`src/rtl/pipe_stall_ctrl.sv`:
```
// Central stall/bubble controller: RAW, ERET-vs-EPC and HI/LO hazards, the mult/div
// busy sequencer and a saturating stall-cycle counter.
module pipe_stall_ctrl #(
   parameter int MULT_CYCLES = 5,
   parameter int DIV_CYCLES  = 10,
   parameter int CNT_W       = 32
) (
   input  logic             clk,
   input  logic             reset,
   input  logic             Req,
   input  logic [4:0]       rs_D,
   input  logic [4:0]       rt_D,
   input  logic [1:0]       tuse_rs_D,
   input  logic [1:0]       tuse_rt_D,
   input  logic [4:0]       a_E,
   input  logic [4:0]       a_M,
   input  logic [1:0]       tnew_E,
   input  logic [1:0]       tnew_M,
   input  logic             md_use_D,
   input  logic             md_start_E,
   input  logic             md_div_E,
   input  logic             eret_D,
   input  logic             epc_wr_E,
   input  logic             epc_wr_M,
   output logic             en_PC,
   output logic             en_D,
   output logic             flush_E,
   output logic             md_busy,
   output logic             stall,
   output logic [CNT_W-1:0] stall_cnt
);

   localparam int MAX_CYC = (DIV_CYCLES > MULT_CYCLES) ? DIV_CYCLES : MULT_CYCLES;
   localparam int MD_W    = $clog2(MAX_CYC + 1);

   typedef enum logic {IDLE, BUSY} md_state_t;

   md_state_t       state, state_nxt;
   logic [MD_W-1:0] md_cnt, md_cnt_nxt;
   logic            stall_rs, stall_rt, stall_eret, stall_md;

   // Register 0 is hardwired, so neither a source nor a destination of 0 can hazard.
   assign stall_rs = (rs_D != 5'd0) &
                     (((rs_D == a_E) & (tnew_E > tuse_rs_D)) |
                      ((rs_D == a_M) & (tnew_M > tuse_rs_D)));
   assign stall_rt = (rt_D != 5'd0) &
                     (((rt_D == a_E) & (tnew_E > tuse_rt_D)) |
                      ((rt_D == a_M) & (tnew_M > tuse_rt_D)));
   assign stall_eret = eret_D & (epc_wr_E | epc_wr_M);
   assign stall_md   = md_use_D & (md_start_E | md_busy);

   assign md_busy = (state == BUSY) & ~reset;
   assign stall   = (stall_rs | stall_rt | stall_eret | stall_md) & ~Req & ~reset;
   assign en_PC   = ~stall;
   assign en_D    = ~stall;
   assign flush_E = stall;

   // A start seen while busy is ignored; Req cancels a start but not a running op.
   always_comb begin
      state_nxt  = state;
      md_cnt_nxt = md_cnt;
      unique case (state)
         IDLE: if (md_start_E && !Req) begin
            state_nxt  = BUSY;
            md_cnt_nxt = md_div_E ? MD_W'(DIV_CYCLES) : MD_W'(MULT_CYCLES);
         end
         BUSY: if (md_cnt == MD_W'(1)) begin
            state_nxt  = IDLE;
            md_cnt_nxt = '0;
         end else begin
            md_cnt_nxt = md_cnt - MD_W'(1);
         end
      endcase
   end

   always_ff @(posedge clk) begin
      if (reset) begin
         state     <= IDLE;
         md_cnt    <= '0;
         stall_cnt <= '0;
      end else begin
         state  <= state_nxt;
         md_cnt <= md_cnt_nxt;
         if (stall && (stall_cnt != {CNT_W{1'b1}}))
            stall_cnt <= stall_cnt + CNT_W'(1);
      end
   end

endmodule

```
`config.mk`:
```
export PLATFORM = sky130hd
export DESIGN_NAME = pipe_stall_ctrl
export DESIGN_NICKNAME = d
export VERILOG_FILES = /design/src/rtl/pipe_stall_ctrl.sv
export SDC_FILE = /design/constraint.sdc
export NUM_CORES = 1
export LEC_CHECK = 0
export BUFFER_PORTS_ARGS = -buffer_cell sky130_fd_sc_hd__clkbuf_2
export CAP_MARGIN = 15
export CORE_ASPECT_RATIO = 0.6
export CORE_MARGIN = 1.5
export CORE_UTILIZATION = 52
export CTS_CLUSTER_SIZE = 25
export DETAILED_ROUTE_END_ITERATION = 16
export GPL_TIMING_DRIVEN = 1
export HOLD_SLACK_MARGIN = 0.05
export PLACE_DENSITY = 0.87
export SYNTH_ARGS = -nofsm -noshare
export SYNTH_HDL_FRONTEND = slang
export SYNTH_SLANG_ARGS = --single-unit
```
`constraint.sdc`:
```
create_clock -name clk -period 2.6 [get_ports clk]
set_clock_uncertainty 0.05 [all_clocks]
set_input_delay 0 -clock clk [delete_from_list [all_inputs] [get_ports clk]]
set_output_delay 0 -clock clk [all_outputs]
set_load 0.005 [all_outputs]
```
# ---- Yosys cells after proc, flatten, opt, wreduce, memory -nomap -nowiden
# Cells that the tools add are included.
# W data, S select, Z words.
dict set report word_totals {
  ff_bits 37
  latch_bits 0
  ram_bits 0
  mem_bits_ro 0
  input_bits 37
  out_inout_bits 37
  word_cells 50
  n_memories 0
}
dict set report op_classes {
  n_addsub 2
  n_mul 0
  n_div 0
  n_lt_le_gt_ge 4
  eq_ne 7
  shifts 0
  muxes 7
  bitwise_logic 22
  reduce_logical 5
}
# op count
set op_table {}
lappend op_table {{$add A32 B1 Y32 const B} 1}
lappend op_table {{$ne A32 B32 Y1 const B} 1}
lappend op_table {{$eq A5 B5 Y1} 4}
lappend op_table {{$mux W4} 3}
lappend op_table {{$and A1 B1 Y1} 11}
lappend op_table {{$reduce_bool A5 Y1} 2}
lappend op_table {{$gt A2 B2 Y1} 4}
lappend op_table {{$pmux W4 S2} 1}
lappend op_table {{$or A1 B1 Y1} 7}
lappend op_table {{$eq A4 B1 Y1 const B} 1}
lappend op_table {{$not A1 Y1} 4}
lappend op_table {{$sub A4 B1 Y4 const B} 1}
lappend op_table {{$logic_and A1 B1 Y1} 2}
lappend op_table {{$mux W1} 2}
lappend op_table {{$ne A2 B2 Y1 const B} 1}
lappend op_table {{$pmux W1 S2} 1}
lappend op_table {{$logic_not A1 Y1} 1}

# ---- Longest topological paths before layout
dict set report depth {
  ltp_word 10
  ltp_mapped 12
  mapped_depth_nobuf 10
}

# ---- Worst setup path after synthesis
# Ideal clock, no wire load.
dict set report synth_path {
  path_type {register to register}
  from {register stall_cnt[3]}
  to {register stall_cnt[18]}
  setup_ps 121
  arrival_time_ps 2085
  required_time_ps 2429
  setup_slack_ps 344
  stages_incl_launch_ff 10
  n_path_buf 2
  synth_period_minus_slack_ps 2256
  path_cell_list {dfxtp_1 -> and4_1 -> and4_4 -> nand3_4 -> or2_1 -> buf_2 -> nor3_4 -> buf_4 -> nor4_1 -> mux2_4}
}
dict set report synth_between {
  elab_chain_len 2
  elab_cells_between_ends 3
  classes_between {add/sub (1); eq/ne (1); reduce/logical (1)}
}
# item line
set synth_lines {}
lappend synth_lines {{start, declared} 30} ;# output logic [CNT_W-1:0] stall_cnt
lappend synth_lines {{start signal, assigned} 85} ;# stall_cnt <= stall_cnt + CNT_W'(1);
lappend synth_lines {{parallel branches: the longest is 2 deep, another holds $add A32 B1 Y32} -}
# Several ways; the timed one is not identified.
# A chain may end at the register's enable or synchronous reset.

# ---- Worst setup path in the final report
dict set report layout_path {
  from {register stall_cnt[4]}
  to {register stall_cnt[12]}
}
# The elaborated chain is that of the path after synthesis.

==> results.md <==
- Peak supply drop: 0.2445 mV
- Post-DP HPWL: 5233 um
- Starting Density: 54.74%
- Cell count after synthesis: 306
- Crit start category: register
- H-tree levels: 2
- CTS tree: done
- Synth unique cells: 49
- Final WL: 6796 um
- Slew HR: 57.29%
- Final setup viols: 0
- Critical path arrival: 2.47 ns
- Initial antenna violation count: 0
- Clk buf depth: 2
- Die area: 5322 um2
- Wirelength per Cell: 15.59 um
- Setup TNS Final: 0 ns
- Fin. Hold Viols: 0
- DR vias: 2,658
- DR iter-0 viols: 205
- Port Buffers: 73
- Worst-path clk slew: 0.08 ns
- Post-synth top cells: dfxtp_1 (37), a21oi_1 (26), nor2_1 (20), nand2_1 (19), or4_1 (19)
- Register area share after synthesis: 29.19%
- Cell area after synthesis: 2537 um2
- Placer Congestion: 1.015
- Yosys warns: 0
- Placed Instances: 429
- Final slew viol count: 0
- Clock sink total: 37
- Total CTS buffers: 5
- Layout filler cell count: 403
- # rows: 19
- Max Freq: 422.6 MHz
- Antenna cells: 0
- Register area: 740.7 um2
- Asr flop ratio synth: 0%
- Vias per inst: 6.096
- Post-CTS setup buffer count: 0
- Worst-margin pin slew: 0.6407 ns
- Required @ worst endpoint: 2.70 ns
- Number of nets with antenna violations after routing: 0
- Pwr dens: 393.8 nW/um2
- Ratio of cells with drive above 1 in the final layout: 26.81%
- Wire length of the first global-routing pass: 11,150 um
- Die width: 93.18 um
- Area grow syn2layout: 19.82%
- Tcrit/Tclk final: 91.01%
- RSZ-0062 raised after global routing: false
- Synth top area share: 29.19%
- Number of flops mapped to enable cells by yosys: 0
- Syn nets: 354
- # hold bufs at CTS: 0
- Synth Flop Type: dfxtp_1
- Total gr overflow: 0
- Static Leak: 1.197 nW
- Top cells by area, synth: dfxtp_1 (29%), or4_1 (5.6%), xnor2_1 (5.5%), ha_1 (5.4%), a21oi_1 (5.1%)
- Vias in the first global route: 2,311
- Status: finished clean
- Min Tclk post-route: 2.366 ns
- # DRC: 0
- Die Height: 57.11 um
- Worst setup EP type: register
- CP max FO: 41
- IO Count: 74
- Drt pass-1 iters: 5
- Syn_area_per_cell: 8.292 um2
- Clock root cell: clkbuf_8
- Final non-filler cell total: 436
- WS Path Type: reg -> reg
- Register bit total from synthesis: 37
- Clock latency on the worst-skew pair: 0.29 ns
- Synth area leader: dfxtp_1
- # nets final: 421
- Largest net degree at the start of global routing: 42
- Multi-input gate area: 1635 um2
- CORE AREA: 4636 um2
- Max Cap Viol: 0
- Gr usage total: 26.32%
- Top-count cell post-synth: dfxtp_1
- HP Class: in -> reg
critical path, cell delays in order, from the launching register on:
cell and delay [ns]:
dfxtp_1 0.41, and4_1 0.29, and4_4 0.29, nand3_4 0.11
or2_4 0.32, nor3_4 0.15, buf_12 0.21, buf_4 0.20
or4_1 0.12, a21oi_1 0.06
metrics by stage:
| step | util [%] | worst slack, ns | hold slack, ns | cell area, um2 | total power [mW] |
|---|---|---|---|---|---|
| 2_1_floorplan | - | 0.3441 | -0.01443 | 2537 | 0.7099 |
| 3_3_place_gp | 63.59 | 0.1978 | 0.2545 | 2948 | 0.7797 |
| 3_5_place_dp | 63.59 | 0.008329 | 0.2542 | 2948 | 0.7884 |
| 4_1_cts | 65.53 | 0.1765 | 0.07504 | 3038 | 1.196 |
| 5_1_grt | 65.59 | 0.07496 | 0.1022 | 3040 | 1.251 |
| 6_report | 65.59 | 0.2336 | 0.07231 | 3040 | 1.197 |
cells by family (layout without fill, tap and decap cells):
kind of cell,count (synthesis),after routing,share of synthesized area (%)
adders and majority gates,11,11,5.424
AOI/OAI and AO/OA,71,71,18.79
DFF,37,37,29.19
and+or+nand+nor,126,126,29.54
buffers and inverters,34,101,6.509
xor gates and xnor gates,20,20,6.903
muxes,7,7,3.649
metal layers:
metal / track usage [%] / vias up / wire length (um)
met4: 6.061 / 0 / 67
met2: 40.04 / 101 / 2991
met3: 6.533 / 9 / 469
met1: 37.76 / 1251 / 3268
li1: - / 1297 / -
met5: 0 / - / 0
cell usage in the layout (no fill, tap or decap), drive strengths merged, types with 14 or more instances in the layout:
master / Yosys / final
a21oi: 26 / 26
clkbuf: 10 / 79
dfxtp: 37 / 37
inv: 14 / 14
nand2: 19 / 19
nand3: 16 / 16
nor2: 20 / 20
o31ai: 16 / 16
or4: 19 / 19
xnor2: 16 / 16
power by group:
part / switching (mW) / total (mW) / internal (mW)
registers: 0.00723 / 0.582 / 0.575
logic: 0.112 / 0.197 / 0.0853
clock network: 0.209 / 0.418 / 0.210
total: 0.328 / 1.20 / 0.870
path summary, 6_finish.rpt:
check,slack [ns],endpoint,depth (start not counted),startpoint
worst min-delay path,0.07,md_cnt[1],5,md_div_E
worst max register to register,0.23,stall_cnt[12],9,stall_cnt[4]
worst min register to register,0.45,stall_cnt[10],2,stall_cnt[10]
worst max-delay path,0.23,stall_cnt[12],9,stall_cnt[4]
final cells by class:
type | count | area share [%]
clock inverter | 1 | 0.2469
clock buffer | 6 | 2.716
sequential | 37 | 24.36
tap | 63 | 2.593
inverter | 14 | 1.728
timing repair buffer | 80 | 14.57
multi-input combinational | 235 | 53.79
registers in the layout, summed over array words and instances (netlist names):
signal and cells:
md_cnt 4, stall_cnt 32, state 1
timing repair:
action                                  4_1_cts  5_1_grt
endpoints found under the setup margin        0        1
gates resized for setup                       0        1
hold endpoints to repair                      0        0
(Power assumes the default switching activity.)
